$ cat src/rtl/mem_copy_pkg.sv
// Shared constants and FSM state type for the mem_copy_engine block-copy initiator.
package mem_copy_pkg;

  localparam int MEM_DATA_W = 64;
  localparam int MEM_ADDR_W = 10;

  typedef enum logic [1:0] {
    IDLE = 2'd0,
    RD   = 2'd1,
    WR   = 2'd2,
    DONE = 2'd3
  } copy_state_t;

endpackage

$ cat src/rtl/mem_copy_if.sv
// Memory-side bus between the copy engine (master) and the 64-bit data memory (slave).
interface mem_copy_if
  import mem_copy_pkg::*;
#(
  parameter int DATA_W = MEM_DATA_W,
  parameter int ADDR_W = MEM_ADDR_W
);

  logic [ADDR_W-1:0] mem_read_adr;
  logic              mem_rd;
  logic [DATA_W-1:0] mem_data_out;
  logic [ADDR_W-1:0] mem_write_adr;
  logic              mem_wr;
  logic [DATA_W-1:0] mem_data_in;

  modport master (
    output mem_read_adr,
    output mem_rd,
    input  mem_data_out,
    output mem_write_adr,
    output mem_wr,
    output mem_data_in
  );

  modport slave (
    input  mem_read_adr,
    input  mem_rd,
    output mem_data_out,
    input  mem_write_adr,
    input  mem_wr,
    input  mem_data_in
  );

endinterface

$ cat src/rtl/mem_copy_ctr.sv
// Loadable source/destination pointers (wrapping modulo 2^ADDR_W) and remaining-word count.
module mem_copy_ctr
  import mem_copy_pkg::*;
#(
  parameter int ADDR_W = MEM_ADDR_W
) (
  input  logic              clk,
  input  logic              rst_n,
  input  logic              load,
  input  logic [ADDR_W-1:0] src_load,
  input  logic [ADDR_W-1:0] dst_load,
  input  logic [ADDR_W:0]   len_load,
  input  logic              src_step,
  input  logic              dst_step,
  output logic [ADDR_W-1:0] src_ptr,
  output logic [ADDR_W-1:0] dst_ptr,
  output logic              last
);

  localparam logic [ADDR_W-1:0] PTR_ONE = {{(ADDR_W-1){1'b0}}, 1'b1};
  localparam logic [ADDR_W:0]   CNT_ONE = {{ADDR_W{1'b0}}, 1'b1};

  logic [ADDR_W:0] remaining;

  // Pointers use plain ADDR_W-bit adds so 2^ADDR_W-1 rolls over to 0.
  always_ff @(posedge clk or negedge rst_n) begin
    if (!rst_n) begin
      src_ptr   <= '0;
      dst_ptr   <= '0;
      remaining <= '0;
    end else if (load) begin
      src_ptr   <= src_load;
      dst_ptr   <= dst_load;
      remaining <= len_load;
    end else begin
      if (src_step) begin
        src_ptr <= src_ptr + PTR_ONE;
      end
      if (dst_step) begin
        dst_ptr   <= dst_ptr + PTR_ONE;
        remaining <= remaining - CNT_ONE;
      end
    end
  end

  // Zero-detect of the count after the current word's decrement.
  assign last = (remaining == CNT_ONE);

endmodule

$ cat src/rtl/mem_copy_engine.sv
// Forward block-copy engine: alternating RD/WR cycles per word, one-cycle done pulse.
// Optional XOR checksum of written words when MEM_COPY_CHECKSUM_EN is defined.
module mem_copy_engine
  import mem_copy_pkg::*;
#(
  parameter int DATA_W = MEM_DATA_W,
  parameter int ADDR_W = MEM_ADDR_W
) (
  input  logic              clk,
  input  logic              rst_n,
  input  logic              start,
  input  logic [ADDR_W-1:0] src_adr,
  input  logic [ADDR_W-1:0] dst_adr,
  input  logic [ADDR_W:0]   len,
  output logic              busy,
  output logic              done,
  mem_copy_if.master        mem
`ifdef MEM_COPY_CHECKSUM_EN
  ,
  output logic [DATA_W-1:0] checksum
`endif
);

  copy_state_t       state;
  copy_state_t       state_next;
  logic              load;
  logic              rd_step;
  logic              wr_step;
  logic              last;
  logic [ADDR_W-1:0] src_ptr;
  logic [ADDR_W-1:0] dst_ptr;
  logic [DATA_W-1:0] rd_word;

  assign rd_word = mem.mem_data_out;

  mem_copy_ctr #(
    .ADDR_W (ADDR_W)
  ) u_ctr (
    .clk      (clk),
    .rst_n    (rst_n),
    .load     (load),
    .src_load (src_adr),
    .dst_load (dst_adr),
    .len_load (len),
    .src_step (rd_step),
    .dst_step (wr_step),
    .src_ptr  (src_ptr),
    .dst_ptr  (dst_ptr),
    .last     (last)
  );

  always_ff @(posedge clk or negedge rst_n) begin
    if (!rst_n) begin
      state <= IDLE;
    end else begin
      state <= state_next;
    end
  end

  always_comb begin
    state_next = state;
    load       = 1'b0;
    rd_step    = 1'b0;
    wr_step    = 1'b0;
    case (state)
      IDLE: begin
        if (start) begin
          load       = 1'b1;
          state_next = (len == '0) ? DONE : RD;
        end
      end
      RD: begin
        rd_step    = 1'b1;
        state_next = WR;
      end
      WR: begin
        wr_step    = 1'b1;
        state_next = last ? DONE : RD;
      end
      DONE: begin
        state_next = IDLE;
      end
      default: begin
        state_next = IDLE;
      end
    endcase
  end

  assign busy = (state == RD) || (state == WR);
  assign done = (state == DONE);

  // Memory outputs are loaded one edge ahead from the next state, so they are
  // registered yet line up with the RD/WR cycles; mem_data_in doubles as the read buffer.
  always_ff @(posedge clk or negedge rst_n) begin
    if (!rst_n) begin
      mem.mem_rd        <= 1'b0;
      mem.mem_wr        <= 1'b0;
      mem.mem_read_adr  <= '0;
      mem.mem_write_adr <= '0;
      mem.mem_data_in   <= '0;
    end else begin
      mem.mem_rd <= (state_next == RD);
      mem.mem_wr <= (state_next == WR);
      if (state_next == RD) begin
        mem.mem_read_adr <= (state == IDLE) ? src_adr : src_ptr;
      end
      if (state_next == WR) begin
        mem.mem_write_adr <= dst_ptr;
        mem.mem_data_in   <= rd_word;
      end
    end
  end

`ifdef MEM_COPY_CHECKSUM_EN
  always_ff @(posedge clk or negedge rst_n) begin
    if (!rst_n) begin
      checksum <= '0;
    end else if (load) begin
      checksum <= '0;
    end else if (wr_step) begin
      checksum <= checksum ^ mem.mem_data_in;
    end
  end
`endif

endmodule

$ cat src/flat_wrapper.sv
// flat-port wrapper written by rule: the top's interface ports become plain ports
module mem_copy_engine_flat import mem_copy_pkg::*;
#(
  parameter int DATA_W = MEM_DATA_W,
  parameter int ADDR_W = MEM_ADDR_W
)
  (clk, rst_n, start, src_adr, dst_adr, len, busy, done, mem_mem_read_adr, mem_mem_rd, mem_mem_data_out, mem_mem_write_adr, mem_mem_wr, mem_mem_data_in);
  mem_copy_if #(.DATA_W(DATA_W), .ADDR_W(ADDR_W)) mem_i ();
  input  logic clk;
  input  logic rst_n;
  input  logic start;
  input  logic [ADDR_W-1:0] src_adr;
  input  logic [ADDR_W-1:0] dst_adr;
  input  logic [ADDR_W:0] len;
  output logic busy;
  output logic done;
  output wire logic [$bits(mem_i.mem_read_adr)-1:0] mem_mem_read_adr;
  output wire logic [$bits(mem_i.mem_rd)-1:0] mem_mem_rd;
  input wire logic [$bits(mem_i.mem_data_out)-1:0] mem_mem_data_out;
  output wire logic [$bits(mem_i.mem_write_adr)-1:0] mem_mem_write_adr;
  output wire logic [$bits(mem_i.mem_wr)-1:0] mem_mem_wr;
  output wire logic [$bits(mem_i.mem_data_in)-1:0] mem_mem_data_in;
  assign mem_mem_read_adr = mem_i.mem_read_adr;
  assign mem_mem_rd = mem_i.mem_rd;
  assign mem_i.mem_data_out = mem_mem_data_out;
  assign mem_mem_write_adr = mem_i.mem_write_adr;
  assign mem_mem_wr = mem_i.mem_wr;
  assign mem_mem_data_in = mem_i.mem_data_in;
  mem_copy_engine #(.DATA_W(DATA_W), .ADDR_W(ADDR_W)) u_core (.clk(clk), .rst_n(rst_n), .start(start), .src_adr(src_adr), .dst_adr(dst_adr), .len(len), .busy(busy), .done(done), .mem(mem_i));
endmodule
$ cat config.mk
export PLATFORM = sky130hd
export DESIGN_NAME = mem_copy_engine_flat
export DESIGN_NICKNAME = d
export VERILOG_FILES = /design/src/rtl/mem_copy_pkg.sv /design/src/rtl/mem_copy_if.sv /design/src/rtl/mem_copy_ctr.sv /design/src/rtl/mem_copy_engine.sv /design/src/flat_wrapper.sv
export SDC_FILE = /design/constraint.sdc
export NUM_CORES = 1
export LEC_CHECK = 0
export ABC_AREA = 1
export CORE_MARGIN = 8
export CORE_UTILIZATION = 30
export CTS_CLUSTER_DIAMETER = 150
export CTS_CLUSTER_SIZE = 28
export DETAILED_ROUTE_END_ITERATION = 10
export PLACE_DENSITY = 0.62
export SETUP_SLACK_MARGIN = 0.15
export SYNTH_ARGS = -nofsm -noshare
export SYNTH_HDL_FRONTEND = slang
export SYNTH_SLANG_ARGS = --single-unit
$ cat constraint.sdc
create_clock -name clk -period 2.4 [get_ports clk]
set_input_delay 0.6 -clock clk [delete_from_list [all_inputs] [get_ports clk]]
set_output_delay 0.6 -clock clk [all_outputs]
set_load 0.005 [all_outputs]
## After elaboration in Yosys (flattened, before gate mapping)

Cells that the tools add are included.

- Latch bits: 0
- Memories kept: 0
- Bits in read-only memories: 0
- Word-level logic and storage cells: 38
- Flip-flop bits (word level): 119
- Input port bits: 98
- Memory bits (writable): 0

- Divide/modulo/power cells: 0
- $add $sub $neg: 3
- Multipliers: 0
- Multiplexer cells: 15
- Reduce and logical (&&, ||, !) cells: 5
- Equal/unequal tests: 6
- Order comparisons: 0
- Bitwise operators: 0
- Shift-type cells: 0

Operators with widths:

| kind | number |
|---|---|
| 2-to-1 mux 10 bit | 5 |
| 2-to-1 mux 11 bit | 2 |
| adder 10 x 1 -> 10 bit, second input constant | 2 |
| == test 11 x 1 -> 1 bit, second input constant | 1 |
| logical NOT 11 bit | 1 |
| subtractor 11 x 1 -> 11 bit, second input constant | 1 |
| case mux 2 bit (4 select lines) | 1 |
| == test 2 bit, second input constant | 3 |
| 2-to-1 mux 2 bit | 3 |
| == test 2 x 1 -> 1 bit, second input constant | 2 |
| 2-to-1 mux 1 bit | 4 |
| nonzero test 2 bit | 2 |
| logical NOT 2 bit | 1 |
| logical OR 1 bit | 1 |

## Longest topological paths before layout

Gate-level depths: netlist (run 1).

- Depth after elaboration: 5
- Depth in mapped cells: 11

## Modules after synthesis

From an unflattened synthesis (run 1), not the netlist that was laid out.

- Cells, all modules: 665
- Area, all modules: 5839.4 sq um

Modules (own cells, without submodules):

| module | times used | area each (sq um) | cells each | sequential area each (sq um) |
|---|---|---|---|---|
| mem_copy_engine | 1 | 3848.7 | 420 | 2202.1 |
| mem_copy_ctr | 1 | 1990.7 | 245 | 775.7 |

## Least setup slack after synthesis (run 1)

No wires, ideal clock.

- Path kind: register to register
- Start: register u_core.state[0]
- End: register u_core.mem.mem_read_adr[0]
- Period minus slack after synthesis: 1.457 ns
- Path slack: 0.943 ns
- Stages on the path, launching flop included: 9
- Buffers on the path: 1
- Library setup time: 0.116 ns
- Required time: 2.284 ns
- Arrival: 1.340 ns
- Path through: dfrtp_1 > inv_1 > ha_1 > nor2_1 > a31oi_2 > nand2_2 > buf_6 > nand2_1 > nand2_1

- Cells in the longest elaborated chain, start to end: 3
- Elaborated cells on any way between the ends: 8
- Those cells by class: eq/ne (4); mux (3); reduce/logical (1)

RTL lines:

| what | line | source |
|---|---|---|
| start: declaration | mem_copy_engine.sv:24 | `copy_state_t state;` |
| start signal: assignment | mem_copy_engine.sv:56 | `state <= state_next;` |
| == test 2 bit, or another cell as far along | mem_copy_engine.sv:65 | `case (state)` |
| case mux 2 bit (4 select lines) | mem_copy_engine.sv:65 |  |
| == test 2 x 1 -> 1 bit | mem_copy_engine.sv:104 | `if (state_next == RD) begin` |
| end signal: assignment | mem_copy_engine.sv:105 | `mem.mem_read_adr <= (state == IDLE) ? src_adr : src_ptr;` |
| end: declaration | mem_copy_if.sv:17 | `output mem_read_adr,` |

Several ways; a longest one is shown, not always the timed one.
A chain may end at the register's enable or synchronous reset.

## Final worst setup path (run 1)

- Start: register u_core.state[1]
- End: output done

- Cells in the longest elaborated chain, start to end: 1

RTL lines:

| what | line | source |
|---|---|---|
| == test 2 bit | mem_copy_engine.sv:90 | `assign done = (state == DONE);` |
| end: declaration | flat_wrapper.sv:16 | `output logic done;` |

Every way passes these cells.

==> reports/metrics.cfg, run 1 <==
[timing]
fin_crit_ps=2190
min_period_over_period=0.911
fmax_mhz=457
finalHoldViolations=0
worstMarginPinSlew_ps=681
fin_setup_tns_ps=0
worst_slew_margin_rel=0.546
finalMaxSlewViolations=0
fin_worst_skew_ps=10.1
setup_viol=0
rsz0062_at_grt=false

[synthesis]
syn_area_um2=5450
ys_seq_area_frac=0.546
synthTopCellsByArea=dfrtp_1, nand2_1, inv_1
synth_nets=778
synth-edff-count=0
yosysMostFrequentCell=nand2_1
yosys.area.top_type_share=0.546
avgSynthCellArea_um2=8.13
synthTopCellsByCount=nand2_1, dfrtp_1, inv_1
netlist_instances=671
yosys.area.top_type=dfrtp_1
async_flop_share=1.00
yosys_warnings=0
synth-main-ff-cell=dfrtp_1
ys_types=31
ys_seq_elements=119

[min_path]
hold_class=in -> async

[place]
io_buffers=185
dp_hpwl_mm=11.5
globalplace.congestion=0.813
dp_cells=1070

[routing]
via_count=4992
drc=0
first_pass_iters=4
routed_wl_mm=16.1
wl_per_cell_um=14.6
vias_per_cell=4.52
drt_iter0_drc=284
antenna_left=0

[pwr]
p_switching_uw=1140
power_density_nw_per_um2=655
p_sw_frac=0.211
leakagePower_uw=0.00393
internal_power_uw=4270
ir_worst_vdd_uv=458
seqPwrFrac=0.387
p_comb_frac=0.072
p_clk_frac=0.541

[cells_and_area]
syn2layout_area_growth_pct=51.5
n_antenna_cell=0
multi_input_area_um2=2110
final_layout_size_suffix_gt1_frac=0.0719
instances_no_fill=1105
num-nets-final=970
fillers=1789
regArea_um2=2980

[global_route]
busiest_layer=met2
grt-ovfl-total=0
gr-usage-met3=0.0642
grt_pass1_wl_mm=26.2
grt_pass1_vias=5102
grt_start_max_net_pins=120
track_usage=0.147
use_met2=0.223
antenna_found_initial=0
use_met1=0.178

[clocking]
cts_buffers=17
htree_levels=4
clock_sinks=119
cts_root_buffer=clkbuf_16
clk_pin_slew_worst_paths_ps=50
cts_tree=built
holdBufCountCts=0
clock_latency_ps=410
clk_path_buf_depth=2

[worst_setup_path]
cp_num_buf_inv=2
crit_slowest_cell=clkdlybuf4s50_1
worstReg2RegEnd=u_core.u_ctr.remaining[1]$_DFFE_PN0P_
cp_data_arrival_time_ps=1590
ff2ff_path_depth=8
end_kind=output pin
reg2reg_setup_slack_ps=490
r2r-start=u_core.state[0]$_DFF_PN0_
max_stage_delay_ps=440
crit_path_start_kind=register
cp.required_ps=1800
cp_max_fo=3
setup.worst_path.class=reg -> out
critPathTopFamily=buffers and inverters
worstPathCellList=buf_4, ha_1, clkdlybuf4s50_1

[die]
fp.dieArea_um2=22700
coreArea_um2=17900
boundaryPins=186
initial_utilization=0.305
die_w_um=151
rows=49
die_y_um=151

[job]
drv_cap=0

[outcome]
status=finished clean

sequential cells by signal, indices dropped and copies added, names as in the netlist:
signal                    count
u_core.mem.mem_write_adr     10
u_core.state                  2
u_core.mem.mem_wr             1
u_core.u_ctr.src_ptr         10
u_core.u_ctr.remaining       11
u_core.mem.mem_rd             1
u_core.mem.mem_read_adr      10
u_core.u_ctr.dst_ptr         10
u_core.mem.mem_data_in       64
cells in the final DEF, fill, tap and decap left out, types with 4 or more instances in the layout:
master           synthesis  routed
ha_1                     9       7
o22ai_1                  5       5
nand2_1                307     307
nor2_1                  24      24
inv_2                    4       6
buf_4                    2      13
clkbuf_16                0      17
clkdlybuf4s50_1          0     183
inv_1                   58      56
o211ai_1                 6       6
o21ai_0                 32      32
nand4_1                  6       6
nand3_1                 38      38
dfrtp_1                119     119
bufinv_16                0       6
xor2_1                   4       4
clkinv_4                 0       4
o221ai_1                 8       8
stage by stage:
step / utilization / instance area (um^2) / setup slack, ps / power (uW) / hold slack, ps
floorplan: - / 5450 / 943 / 2180 / 304
global placement: 0.422 / 7550 / 206 / 2520 / 453
detailed placement: 0.422 / 7550 / 156 / 2520 / 457
CTS: 0.461 / 8260 / 172 / 5490 / 315
global route: 0.462 / 8260 / 168 / 5620 / 342
finish: 0.462 / 8260 / 213 / 5410 / 272
kinds of logic (layout without fill, tap and decap cells):
group | Yosys count | count (layout) | synth area share
simple gates | 385 | 385 | 0.281
flops | 119 | 119 | 0.546
buf+inv | 88 | 293 | 0.0697
compound gates | 64 | 64 | 0.0723
fa+ha+maj | 9 | 9 | 0.0206
xor+xnor | 5 | 5 | 0.00803
mux | 1 | 1 | 0.00206
power groups by stage:
stage | Combinational (uW) | Clock (uW) | Sequential (uW)
finish | 389 | 2930 | 2090
detailed placement | 398 | 0 | 2130
CTS | 400 | 3000 | 2090
global route | 429 | 3100 | 2100
floorplan | 47.8 | 0 | 2130
global placement | 398 | 0 | 2130
timing repair:
action	in CTS	in global routing
pin swaps	0	0
setup buffers	2	1
resized for setup	4	0
endpoints found under the setup margin	1	1
layer usage:
metal  routed length [um]  up-vias
met5                    0        -
met3                 1540       22
met2                 7430      158
li1                     -     2499
met1                 6870     2313
met4                  295        0
cell type report:
type,instances,share of cell area
Sequential cell,119,0.360
Multi-Input combinational cell,464,0.255
Timing Repair Buffer,199,0.239
Clock buffer,17,0.0515
Tap cell,229,0.0347
Clock inverter,15,0.0304
Inverter,62,0.0282
worst max-delay path by stage:
stage                              start                                     end  slack (ps)  depth (start not counted)
4_1_cts        u_core.state[0]$_DFF_PN0_                                    done         170                          3
3_3_place_gp                       start   u_core.u_ctr.remaining[0]$_DFFE_PN0P_         210                          6
2_1_floorplan  u_core.state[0]$_DFF_PN0_  u_core.mem.mem_read_adr[0]$_DFFE_PN0N_         940                          8
5_1_grt        u_core.state[1]$_DFF_PN0_                                    done         170                          3
3_5_place_dp                       start   u_core.u_ctr.remaining[1]$_DFFE_PN0P_         160                          6
6_report       u_core.state[1]$_DFF_PN0_                                    done         210                          3
Power figures use the tool's default switching activity.
==> run 2, diff against run 1 <==
==> constraint.sdc (replaced) <==
create_clock -name clk -period 2.4 [get_ports clk]
set_input_delay 0.6 -clock clk [delete_from_list [all_inputs] [get_ports clk]]
set_output_delay 0.6 -clock clk [all_outputs]
set_load 0.01 [all_outputs]
==> run 2 against run 1 <==
Compared with the run above:
- global-route usage is essentially flat
- first-iteration DRC count shrank 16%
- die area is the same
- sequential share of layout area grew 0.25 points
- sequential cell count is the same
- combinational power grew 5.7%
- highest routed layer unchanged
- design area shrank 0.68%
- largest power group unchanged
==> reports/metrics.cfg, run 2 (same netlist as run 1, synthesis figures left out) <==
[cells_and_area]
multi_input_area_um2=2100
final_layout_size_suffix_gt1_frac=0.0674
reg_top3=u_core.mem.mem_data_in (64), u_core.u_ctr.remaining (11)
layout_commonest_cell=nand2_1
post-route-util=0.458
n_antenna_cell=0
regArea_um2=2980
fillers=1748
num-nets-final=969
top_register=u_core.mem.mem_data_in
instances_no_fill=1104
largest_reg_flops=64
syn2layout_area_growth_pct=50.5
layout_common_cells=nand2_1, clkdlybuf4s50_1, dfrtp_1

[routing]
vias_per_cell=4.45
first_pass_iters=5
drc=0
routed_wl_mm=16.1
wl_per_cell_um=14.6
via_count=4909
drt_iter0_drc=239
antenna_left=0

[worst_setup_path]
worstPathCellList=inv_1, ha_1, dlygate4sd2_1
crit_path_start_kind=register
cp.required_ps=1800
cp_max_fo=4
critPathTopFamily=buffers and inverters
crit_slowest_cell=dfrtp_1
end_kind=output pin
cp_data_arrival_time_ps=1520
cp_num_buf_inv=2
setup.worst_path.class=reg -> out
reg2reg_setup_slack_ps=580
max_stage_delay_ps=370

[pwr]
leakagePower_uw=0.00392
power_density_nw_per_um2=639
ir_worst_vdd_uv=447

[timing]
finalMaxSlewViolations=0
worst_slew_margin_rel=0.502
fin_setup_tns_ps=0
min_period_over_period=0.884
fmax_mhz=471
fin_worst_skew_ps=7.41
finalHoldViolations=0
finalWorstSetupSlack_ps=277
rsz0062_at_grt=false
fin_crit_ps=2120
setup_viol=0
worstMarginPinSlew_ps=747

[place]
dp_hpwl_mm=11.6
dp_cells=1070
io_buffers=185
globalplace.congestion=0.832
pre_cts_ws_ps=177

[die]
coreArea_um2=17900
initial_utilization=0.305
rows=49
die_y_um=151
fp.dieArea_um2=22700
boundaryPins=186
die_w_um=151

[clocking]
cts_buffers=17
htree_levels=4
clock_latency_ps=410
clk_pin_slew_worst_paths_ps=60
holdBufCountCts=0
clock_sinks=119
cts_root_buffer=clkbuf_16
cts_tree=built
clk_path_buf_depth=2

[global_route]
antenna_found_initial=0
grt-ovfl-total=0
use_met2=0.226
gr-usage-met3=0.0705
grt_pass1_vias=5036
grt_start_max_net_pins=120
use_met1=0.173
grt_pass1_wl_mm=26.2
busiest_layer=met2
track_usage=0.147

[outcome]
status=finished clean

[min_path]
hold_class=in -> async

[job]
drv_cap=0

-- run 2: what timing repair did --
action / CTS / global route
endpoints found under the setup margin: 1 / 1
gates resized for setup: 1 / 1
buffers inserted: 2 / 0
endpoints found under the hold margin: 0 / 0
-- run 2: area by class of cell --
class / count / share of cell area
inverter: 62 / 0.0284
clock inverter: 14 / 0.0242
clock buffer: 18 / 0.0535
tap: 229 / 0.0349
multi-input combinational: 464 / 0.256
timing repair buffer: 198 / 0.240
sequential: 119 / 0.363
-- run 2: final timing paths --
path                                                           end                                    from  depth (start not counted)
setup / recovery                                              busy               u_core.state[0]$_DFF_PN0_                          3
hold / removal             u_core.mem.mem_write_adr[4]$_DFFE_PN0P_                                   rst_n                          2
setup reg to reg             u_core.u_ctr.remaining[1]$_DFFE_PN0P_               u_core.state[0]$_DFF_PN0_                          7
hold reg to reg             u_core.mem.mem_data_in[53]$_DFFE_PN0P_  u_core.mem.mem_data_in[53]$_DFFE_PN0P_                          2
max in group asynchronous  u_core.mem.mem_write_adr[6]$_DFFE_PN0P_                                   rst_n                          2
min in group clk            u_core.mem.mem_data_in[53]$_DFFE_PN0P_  u_core.mem.mem_data_in[53]$_DFFE_PN0P_                          2
-- run 2: through the flow --
stage          total power [uW]  instance area (um^2)  hold slack, ps
2_1_floorplan              2200                  5450             304
3_3_place_gp               2540                  7550             454
3_5_place_dp               2550                  7550             457
4_1_cts                    5320                  8200             314
5_1_grt                    5440                  8210             281
6_report                   5240                  8210             193
-- run 2: per-layer routing --
metal | part of all wire | wire, um
met4 | 0.018 | 295
met1 | 0.42 | 6710
met5 | 0 | 0
met3 | 0.099 | 1590
met2 | 0.47 | 7520
-- run 2: power by group --
part	internal (uW)	leakage, uW	switching [uW]
Clock	1770	0.000299	965
Combinational	253	0.00219	157
Sequential	2060	0.00144	29.6
Total	4090	0.00392	1150
